[config.mk]
export PLATFORM = sky130hd
export DESIGN_NAME = module_counter
export DESIGN_NICKNAME = d
export VERILOG_FILES = /design/src/rtl/module_counter_pkg.sv /design/src/rtl/module_counter_prescaler.sv /design/src/rtl/module_counter.sv
export SDC_FILE = /design/constraint.sdc
export NUM_CORES = 1
export LEC_CHECK = 0
export BUFFER_PORTS_ARGS = -buffer_cell sky130_fd_sc_hd__buf_2
export CAP_MARGIN = 20
export CORE_AREA = 2 2 39 41
export CTS_CLUSTER_SIZE = 24
export DETAILED_ROUTE_END_ITERATION = 16
export DIE_AREA = 0 0 41 43
export PLACE_DENSITY = 0.51
export SETUP_SLACK_MARGIN = 0.05
export SYNTH_ARGS = -nofsm -noshare
export SYNTH_HDL_FRONTEND = slang
export SYNTH_SLANG_ARGS = --single-unit
[constraint.sdc]
create_clock -name clk -period 1.7 [get_ports clk]
set_input_delay 0.34 -clock clk [delete_from_list [all_inputs] [get_ports clk]]
set_output_delay 0.34 -clock clk [all_outputs]
set_load 0.02 [all_outputs]
[src/rtl/module_counter_pkg.sv]
// Shared types and helpers for the prescaled 6-bit event counter.
package module_counter_pkg;

    localparam int COUNT_W = 6;

    typedef logic [COUNT_W-1:0] count_t;

    localparam count_t COUNT_ZERO = 6'd0;
    localparam count_t COUNT_ONE  = 6'd1;

    // Prescaler register width: enough bits for 0..prescale-1, never below one bit.
    function automatic int prescale_width(input int prescale);
        if (prescale > 1) begin
            return $clog2(prescale);
        end else begin
            return 1;
        end
    endfunction

endpackage

[src/rtl/module_counter_prescaler.sv]
// Free-running divide-by-PRESCALE counter producing a one-cycle tick on its last state.
module module_counter_prescaler
    import module_counter_pkg::*;
#(
    parameter int PRESCALE = 10
) (
    input  logic clk,
    input  logic rst,
    output logic tick_o
);

    localparam int              PRE_W    = prescale_width(PRESCALE);
    localparam logic [PRE_W-1:0] PRE_ZERO = PRE_W'(0);
    localparam logic [PRE_W-1:0] PRE_ONE  = PRE_W'(1);
    localparam logic [PRE_W-1:0] PRE_LAST = PRE_W'(PRESCALE - 1);

    // A prescale of zero or below has no meaningful divide ratio.
    generate
        if (PRESCALE < 1) begin : g_bad_prescale
            $error("module_counter_prescaler: PRESCALE must be >= 1 (got %0d)", PRESCALE);
        end
    endgenerate

    logic [PRE_W-1:0] presc_r;
    logic [PRE_W-1:0] presc_next_s;
    logic             tick_s;

    // Tick on the last prescaler state, then wrap to zero; with PRESCALE=1 the
    // register stays at zero and the tick is permanently high.
    always_comb begin
        tick_s       = (presc_r == PRE_LAST);
        presc_next_s = presc_r;
        if (tick_s) begin
            presc_next_s = PRE_ZERO;
        end else begin
            presc_next_s = presc_r + PRE_ONE;
        end
    end

    // Prescaler state register, cleared immediately by reset.
    always_ff @(posedge clk or posedge rst) begin
        if (rst) begin
            presc_r <= PRE_ZERO;
        end else begin
            presc_r <= presc_next_s;
        end
    end

    assign tick_o = tick_s;

endmodule

[src/rtl/module_counter.sv]
// Six-bit wrapping counter advanced once every PRESCALE clock cycles.
module module_counter
    import module_counter_pkg::*;
#(
    parameter int PRESCALE = 10
) (
    input  logic   clk,
    input  logic   rst,
    output count_t count_o
);

    logic   tick_s;
    count_t count_r;
    count_t count_next_s;

    module_counter_prescaler #(
        .PRESCALE (PRESCALE)
    ) u_prescaler (
        .clk    (clk),
        .rst    (rst),
        .tick_o (tick_s)
    );

    // Advance on tick; natural 6-bit overflow gives the 63 -> 0 wrap.
    always_comb begin
        count_next_s = count_r;
        if (tick_s) begin
            count_next_s = count_r + COUNT_ONE;
        end else begin
            count_next_s = count_r;
        end
    end

    // Count register, cleared immediately by reset.
    always_ff @(posedge clk or posedge rst) begin
        if (rst) begin
            count_r <= COUNT_ZERO;
        end else begin
            count_r <= count_next_s;
        end
    end

    assign count_o = count_r;

endmodule

==> results.cfg, run 1 <==
[die]
die_area_um2 = 1760
start_util = 0.311
die_x_um = 41
dieHeight_um = 43
rows = 14
coreArea_um2 = 1380
ios = 8

[drt]
num_vias = 282
first_pass_iters = 1
drcViolationCount = 0
via_per_inst = 4.55
ant_nets = 0
drt-initial-drc-count = 0
wirelength_um = 745
wl_per_cell_um = 12.0

[finish]
drive_gt1_frac = 0.326
antenna-diode-count = 0
ff_latch_area_um2 = 250
final_nets = 50
multi_input_area_um2 = 164
area_delta_synth_final_pct = 21.8
fillers = 136

[cts]
htree_levels = 1
tritoncts = done
clk_path_buf_depth = 2
cts_setup_buffers = 0
insertion_delay_ns = 0.25
clock-sinks = 10
hold_buffers = 0
root_buffer = clkbuf_4
numCtsBuffers = 3
cts_resized = 0
clkSlewWorstSetupHoldPaths_ns = 0.06

[placed_design]
place_congestion = 0.612
port_buffers = 7

[timing]
rsz0062_at_grt = false
post-route-period-util = 0.782
hold_viol_final = 0
setup_viol = 0
slew_headroom = 0.737
post-route-min-period_ns = 1.33
fin_tns_setup_ns = 0
tightest_slew_ns = 0.393
skew_ns = 0.00130
fmax_mhz = 752
slew_viol_final = 0

[grt]
met1_usage = 0.135
busiest_layer = met2
gr-usage-met2 = 0.153
grt_max_degree = 11
grt_pass1_wl_mm = 1.22
grt_use_met3 = 0.0314
antenna_found_initial = 0
grt-ovfl-total = 0
grtUsageTotal = 0.103
grt_pass1_vias = 277

[power]
p_leak_nw = 0.273
power.total_uw = 448
p_per_area_nw_per_um2 = 855
peakVddDrop_mv = 0.316

[logic_synthesis]
syn_nets = 38
netlist_instances = 35
synth.avg_cell_area_um2 = 12.3
synth-seq-cells = 10
seq_area_frac_synth = 0.581
yosysTopAreaCell = dfrtp_1
yosysTopAreaCellShare = 0.581
synth_area_um2 = 430
synth_area_leaders = dfrtp_1 (58%), xnor2_1 (10%), mux2_2 (5.2%)
ys_types = 15
synth_warnings = 0

[critical_path]
critPathRequiredTime_ns = 1.84
rr_startpoint = u_prescaler.presc_r[2]$_DFF_PP0_
cp-end-kind = register
critPathKind = register to register
ff2ff_setup_slack_ns = 0.37
worstRegToRegCells = 3
arrival_ns = 1.47
crit_fanout = 6
r2r-end = count_o[1]$_DFFE_PP0N_
cp-start-kind = register

[outcome]
status = complete, no violations

[run]
max-cap-violations = 0

[min_path]
min_path_type = input port to async pin
[Yosys cell counts]
cell type  number
mux2_2          2
ha_1            1
xnor2_1         5
clkbuf_2        1
inv_1           3
nor4bb_1        1
xor2_1          1
nand4_1         3
dfrtp_1        10
nand2_1         3
a22o_2          1
o21ai_0         1
mux2i_1         1
and3_1          1
a21oi_1         1
[state kept, by name, summed over array words and instances, names as in the netlist]
signal	flops
u_prescaler.presc_r	4
count_o	6
[worst max-delay path by stage]
stage	to	slack, ns	start	depth (start not counted)
2_1_floorplan	count_o[1]$_DFFE_PP0N_	0.41	u_prescaler.presc_r[1]$_DFF_PP0_	3
3_3_place_gp	count_o[1]$_DFFE_PP0N_	0.39	u_prescaler.presc_r[1]$_DFF_PP0_	3
3_5_place_dp	count_o[1]$_DFFE_PP0N_	0.37	u_prescaler.presc_r[1]$_DFF_PP0_	3
4_1_cts	count_o[1]$_DFFE_PP0N_	0.36	u_prescaler.presc_r[1]$_DFF_PP0_	3
5_1_grt	count_o[1]$_DFFE_PP0N_	0.30	u_prescaler.presc_r[1]$_DFF_PP0_	3
6_report	count_o[1]$_DFFE_PP0N_	0.37	u_prescaler.presc_r[2]$_DFF_PP0_	3
[power by group]
group          switching (mW)  total (mW)  internal, mW
Clock                  0.0746       0.204         0.130
Sequential                  0       0.238         0.238
Combinational         0.00485     0.00581      0.000955
[metrics by stage]
step | hold WS (ns) | setup slack (ns) | util | cell area (um2) | cells
2_1_floorplan | 0.180 | 0.405 | - | 430 | 35
3_3_place_gp | 0.320 | 0.388 | 0.353 | 488 | 58
3_5_place_dp | 0.339 | 0.375 | 0.353 | 488 | 58
4_1_cts | 0.0574 | 0.364 | 0.379 | 524 | 62
5_1_grt | 0.0819 | 0.301 | 0.379 | 524 | 62
6_report | 0.0556 | 0.370 | 0.379 | 524 | 62
[cell usage in the layout, fill, tap and decap left out, drive strengths merged]
| cell type | Yosys | final |
|---|---|---|
| a22o | 1 | 1 |
| buf | 0 | 8 |
| xor2 | 1 | 1 |
| dfrtp | 10 | 10 |
| mux2 | 2 | 2 |
| nand4 | 3 | 3 |
| a21oi | 1 | 1 |
| inv | 3 | 3 |
| clkbuf | 1 | 4 |
| xnor2 | 5 | 5 |
| and3 | 1 | 1 |
| nor4bb | 1 | 1 |
| nand2 | 3 | 3 |
| ha | 1 | 1 |
| o21ai | 1 | 1 |
| mux2i | 1 | 1 |
[critical path, stage by stage, from the launching register on]
cell      delay, ns
dfrtp_1        0.44
nor4bb_1       0.27
buf_4          0.19
mux2_2         0.33
[per-layer routing]
metal	wire, um	vias up
met5	0	-
met4	0	0
met3	42	0
met2	376	6
met1	326	137
li1	-	139
[logic make-up (layout without fill, tap and decap cells)]
group / after synthesis / in the layout / synth area share
XOR/XNOR: 6 / 6 / 0.122
buffers and inverters: 4 / 15 / 0.0378
AND/OR/NAND/NOR: 8 / 8 / 0.108
adder cells (fa/ha/maj): 1 / 1 / 0.0291
flip-flops: 10 / 10 / 0.581
multiplexers: 3 / 3 / 0.0756
AO/OA/AOI/OAI: 3 / 3 / 0.0465
[final cells by class]
class | count | share of cell area
Inverter | 3 | 0.0215
Tap cell | 16 | 0.0382
Timing Repair Buffer | 8 | 0.0811
Clock buffer | 4 | 0.0692
Sequential cell | 10 | 0.477
Multi-Input combinational cell | 21 | 0.313
Power figures use the tool's default switching activity.
==> run 2: changes to the inputs <==
--- a/config.mk
+++ b/config.mk
@@ -11,7 +11,7 @@
 export CTS_CLUSTER_SIZE = 24
 export DETAILED_ROUTE_END_ITERATION = 16
 export DIE_AREA = 0 0 41 43
-export PLACE_DENSITY = 0.51
+export PLACE_DENSITY = 0.53
 export SETUP_SLACK_MARGIN = 0.05
 export SYNTH_ARGS = -nofsm -noshare
 export SYNTH_HDL_FRONTEND = slang
==> constraint.sdc (replaced) <==
create_clock -name clk -period 1.1 [get_ports clk]
set_input_delay 0.22 -clock clk [delete_from_list [all_inputs] [get_ports clk]]
set_output_delay 0.22 -clock clk [all_outputs]
set_load 0.02 [all_outputs]
==> run 2 against run 1 <==
  * The flow now finishes with violations (setup timing)
  * Routed wire length grew 6.6%
  * Highest routed layer is now met4
  * Largest cell class unchanged
  * Final cell count grew 18%
  * First-iteration DRC count is the same
  * Setup slack lost 0.51 ns
==> results.cfg, run 2 (synthesis results as in run 1) <==
[drt]
via_per_inst = 4.38
wirelength_um = 794
wl_per_cell_um = 10.9
ant_nets = 0
drcViolationCount = 0
first_pass_iters = 1
num_vias = 320
drt-initial-drc-count = 0

[grt]
grtUsageTotal = 0.115
grt-ovfl-total = 0
antenna_found_initial = 0
grt_max_degree = 11
grt_pass1_wl_mm = 1.25
grt_pass1_vias = 333

[power]
power.total_uw = 608
peakVddDrop_mv = 0.429
p_per_area_nw_per_um2 = 968
p_leak_nw = 0.330

[critical_path]
worstRegToRegCells = 3
crit_fanout = 6
rr_startpoint = u_prescaler.presc_r[1]$_DFF_PP0_
arrival_ns = 1.38
cp-start-kind = register
cp-end-kind = register
critPathKind = register to register
crit_path_end = count_o[1]$_DFFE_PP0N_
startpoint = u_prescaler.presc_r[1]$_DFF_PP0_
r2r-end = count_o[1]$_DFFE_PP0N_
critPathRequiredTime_ns = 1.24
ff2ff_setup_slack_ns = -0.14

[timing]
setup_viol = 6
fin_tns_setup_ns = -0.505
layout_setup_ws_ns = -0.141
post-route-min-period_ns = 1.24
fmax_mhz = 806
skew_ns = 0.00195
slew_viol_final = 0
slew_headroom = 0.742
rsz0062_at_grt = true
hold_viol_final = 0
post-route-period-util = 1.13
tightest_slew_ns = 0.387

[die]
start_util = 0.311
die_area_um2 = 1760
ios = 8
die_x_um = 41
dieHeight_um = 43
coreArea_um2 = 1380
rows = 14

[finish]
final_nets = 62
fin_cells = 73
antenna-diode-count = 0
drive_gt1_frac = 0.456
mostFrequentLayoutCells = buf_4 (13), dfrtp_1 (10), xnor2_1 (5)
final_common_cell = buf_4
fillers = 131
largest_register_ffs = 6
area_delta_synth_final_pct = 45.9
fin_area_um2 = 628

[placed_design]
dp_hpwl_um = 573
port_buffers = 7
place_congestion = 0.732
place_inst = 63
preCtsSetupSlack_ns = -0.158
place_area_um2 = 529

[cts]
tritoncts = done
clkSlewWorstSetupHoldPaths_ns = 0.06
clock-sinks = 10
root_buffer = clkbuf_4
numCtsBuffers = 3
clk_path_buf_depth = 2
insertion_delay_ns = 0.25
htree_levels = 1

[run]
max-cap-violations = 0

[min_path]
min_path_type = register to register

[outcome]
status = complete, but fails checks
violations = setup timing
## run 2: critical path: stages, from the launching register on
cell,delay (ns)
dfrtp_1,0.38
nor4bb_1,0.27
buf_4,0.19
mux2_4,0.29
## run 2: layout make-up
cell class              instances  area [um2]  share of cell area
flip-flops and latches         10         250               0.398
multi-input cells              21         168               0.267
repair buffers                 20         156               0.249
clock buffers                   3        22.5              0.0359
well taps                      16        20.0              0.0319
inverters                       3        11.3              0.0179
## run 2: how the worst min path moves through the flow
| stage | cells after the start | slack [ns] | from | to |
|---|---|---|---|---|
| after floorplan | 1 | 0.06 | rst | count_o[0]$_DFFE_PP0N_ |
| after global placement | 2 | 0.20 | rst | u_prescaler.presc_r[3]$_DFF_PP0_ |
| after detailed placement | 2 | 0.21 | rst | count_o[5]$_DFFE_PP0N_ |
| after CTS | 3 | 0.48 | rst | u_prescaler.presc_r[1]$_DFF_PP0_ |
| after global routing | 1 | 0.50 | count_o[5]$_DFFE_PP0N_ | count_o[5]$_DFFE_PP0N_ |
| final | 1 | 0.47 | count_o[5]$_DFFE_PP0N_ | count_o[5]$_DFFE_PP0N_ |
## run 2: power by group
part / internal, mW / switching (mW)
clock: 0.125 / 0.104
combinational: 0.00376 / 0.00768
sequential: 0.368 / 0
## run 2: metal layers
metal	track usage	vias to the layer above	share of wire	wire, um
met4	0.120	0	0.015	12
met5	0	-	0	0
met3	0.0314	2	0.038	30
met2	0.166	6	0.52	412
met1	0.120	149	0.43	338
li1	-	163	-	-
## run 2: repair_timing
action / in CTS / in global routing
endpoints found under the setup margin: 10 / 11
endpoints found under the hold margin: 10 / 0
setup buffers: 4 / 2
hold buffers: 1 / 0
resized for setup: 4 / 5
pin swaps: 5 / 2
## run 2: stage by stage
step                       util  hold slack, ns
after floorplan               -          0.0602
after global placement    0.382           0.202
after detailed placement  0.382           0.213
after CTS                 0.437           0.477
after global routing      0.454           0.502
final                     0.454           0.473
==> run 3: changes to the inputs <==
--- a/config.mk
+++ b/config.mk
@@ -5,13 +5,14 @@
 export SDC_FILE = /design/constraint.sdc
 export NUM_CORES = 1
 export LEC_CHECK = 0
+export ABC_AREA = 1
 export BUFFER_PORTS_ARGS = -buffer_cell sky130_fd_sc_hd__buf_2
 export CAP_MARGIN = 20
 export CORE_AREA = 2 2 39 41
 export CTS_CLUSTER_SIZE = 24
 export DETAILED_ROUTE_END_ITERATION = 16
 export DIE_AREA = 0 0 41 43
-export PLACE_DENSITY = 0.53
+export PLACE_DENSITY = 0.59
 export SETUP_SLACK_MARGIN = 0.05
 export SYNTH_ARGS = -nofsm -noshare
 export SYNTH_HDL_FRONTEND = slang
==> run 3 against run 2 <==
  * The run still ends with setup timing left
  * Final cell count increased by 32%
  * Routed wire length increased by 25%
  * Die area unchanged
  * Worst hold slack improved by 0.0057 ns
  * Count of clock-buffer cells in the layout increased by 1
  * Area after synthesis increased by 16%
  * Highest routed layer unchanged
  * Sequential share of layout area decreased by 6.6 points
  * Flip-flop and latch count unchanged
  * Setup slack improved by 0.11 ns
  * First-iteration DRC count increased by 5
==> results.cfg, run 3 <==
[grt]
grt_pass1_wl_mm = 1.58
grt-ovfl-total = 0
grt_pass1_vias = 406
grt_max_degree = 11
grtUsageTotal = 0.140
antenna_found_initial = 0

[die]
die_area_um2 = 1760
coreArea_um2 = 1380
dieHeight_um = 43
die_x_um = 41
start_util = 0.362
rows = 14
ios = 8

[timing]
fmax_mhz = 881
slew_headroom = 0.724
setup_viol = 1
layout_setup_ws_ns = -0.0349
slew_viol_final = 0
hold_viol_final = 0
rsz0062_at_grt = true
post-route-period-util = 1.03
tightest_slew_ns = 0.413
skew_ns = 0.000575
post-route-min-period_ns = 1.13

[logic_synthesis]
synth.avg_cell_area_um2 = 8.78
synth-seq-cells = 10
yosysTopAreaCell = dfrtp_1
ys_async_sr_fraction = 1.00
netlist_instances = 57
synthAdderAreaFrac = 0.0250
synth-simple-area-share = 0.293
ys_types = 18
synth_top_family_by_area = simple AND/OR/NAND/NOR gates
synth_compound_area_frac = 0.0550
synth_area_leaders = dfrtp_1 (50%), nand2_1 (13%), inv_1 (6.8%)
syn_nets = 60
synth_commonest_cells = nand2_1 (17), dfrtp_1 (10), inv_1 (9)
yosysTopAreaCellShare = 0.500
synth-xor-area-share = 0.0525
synth.most_common_cell = nand2_1
synth_edf_count = 0
muxShareOfSynthArea = 0
synth_warnings = 0
synth_area_um2 = 500
yosys_most_used_dff = dfrtp_1
seq_area_frac_synth = 0.500

[finish]
final_nets = 84
drive_gt1_frac = 0.463
fin_area_um2 = 763
final_common_cell = nand2_1
largest_register_ffs = 6
antenna-diode-count = 0
mostFrequentLayoutCells = nand2_1 (16), buf_4 (10), inv_1 (8)
area_delta_synth_final_pct = 52.5

[critical_path]
arrival_ns = 0.91
critPathRequiredTime_ns = 0.88
critPathKind = register to output port
crit_fanout = 2
cp-end-kind = output port
cp-start-kind = register

[cts]
htree_levels = 1
root_buffer = clkbuf_4
tritoncts = done
insertion_delay_ns = 0.27
clk_path_buf_depth = 2
clkSlewWorstSetupHoldPaths_ns = 0.07
numCtsBuffers = 3
clock-sinks = 10

[placed_design]
place_area_um2 = 584
port_buffers = 7
place_congestion = 0.684
dp_hpwl_um = 700

[power]
power.total_uw = 716
p_per_area_nw_per_um2 = 938
peakVddDrop_mv = 0.608
p_leak_nw = 0.406

[drt]
wirelength_um = 992
first_pass_iters = 3
wl_per_cell_um = 10.3
num_vias = 439
ant_nets = 0
via_per_inst = 4.57
drt-initial-drc-count = 5
drcViolationCount = 0

[min_path]
min_path_type = input port to async pin

[outcome]
violations = setup timing
status = complete, but fails checks

[run]
max-cap-violations = 0
==> run 3: cells by family after synthesis <==
kind of cell    count (synthesis)
flops                          10
xor+xnor                        3
buf+inv                        10
fa+ha+maj                       1
simple gates                   28
compound gates                  5
==> run 3: power breakdown <==
| group | total (mW) | leakage, nW | switching, mW | internal (mW) |
|---|---|---|---|---|
| clock network | 0.337 | 0.0210 | 0.136 | 0.201 |
| registers | 0.367 | 0.122 | 0 | 0.367 |
| logic | 0.0119 | 0.263 | 0.00817 | 0.00377 |
| total | 0.716 | 0.406 | 0.144 | 0.572 |
==> run 3: worst paths after layout <==
path                                                   from                          endpoint  slack [ns]  depth (start not counted)
hold reg to reg            u_prescaler.presc_r[0]$_DFF_PP0_  u_prescaler.presc_r[0]$_DFF_PP0_        0.51                          1
max in group asynchronous                               rst            count_o[0]$_DFFE_PP0N_        0.31                          3
hold / removal                                          rst            count_o[4]$_DFFE_PP0N_        0.48                          3
setup reg to reg                     count_o[0]$_DFFE_PP0N_            count_o[4]$_DFFE_PP0N_           0                          6
setup / recovery                     count_o[0]$_DFFE_PP0N_                        count_o[0]       -0.03                          2
min in group clk           u_prescaler.presc_r[0]$_DFF_PP0_  u_prescaler.presc_r[0]$_DFF_PP0_        0.51                          1
==> run 3: critical path: stages (launching register included) <==
cell     delay (ns)
dfrtp_2        0.41
buf_6          0.12
buf_6          0.12
==> run 3: metrics by stage <==
stage | worst slack (ns) | hold slack (ns) | util | setup TNS [ns] | instances
2_1_floorplan | 0.0455 | 0.0600 | - | 0 | 57
3_3_place_gp | 0.0954 | 0.222 | 0.422 | 0 | 81
3_5_place_dp | 0.0736 | 0.226 | 0.422 | 0 | 81
4_1_cts | -0.0346 | 0.481 | 0.532 | -0.0346 | 95
5_1_grt | -0.0650 | 0.514 | 0.552 | -0.157 | 96
6_report | -0.0349 | 0.479 | 0.552 | -0.0349 | 96
==> run 3: area by class of cell <==
cell class	instances	area (um2)
tap	16	20.0
fill	125	621
inverter	10	40.0
sequential	10	254
multi-input combinational	37	250
clock buffer	4	36.3
timing repair buffer	19	163
==> run 3: repair_timing <==
item                                   CTS  global route
setup buffers                            9             1
pin swaps                                2             1
hold buffers                             1             0
gates resized for setup                 12             5
setup endpoints to repair                6            10
endpoints found under the hold margin   10             0
==> run 3: layer usage <==
metal | up-vias | wire (um) | GRT usage
met1 | 198 | 425 | 0.153
met5 | - | 0 | 0
met4 | 0 | 38 | 0.100
li1 | 223 | - | -
met3 | 5 | 40 | 0.0471
met2 | 13 | 487 | 0.213
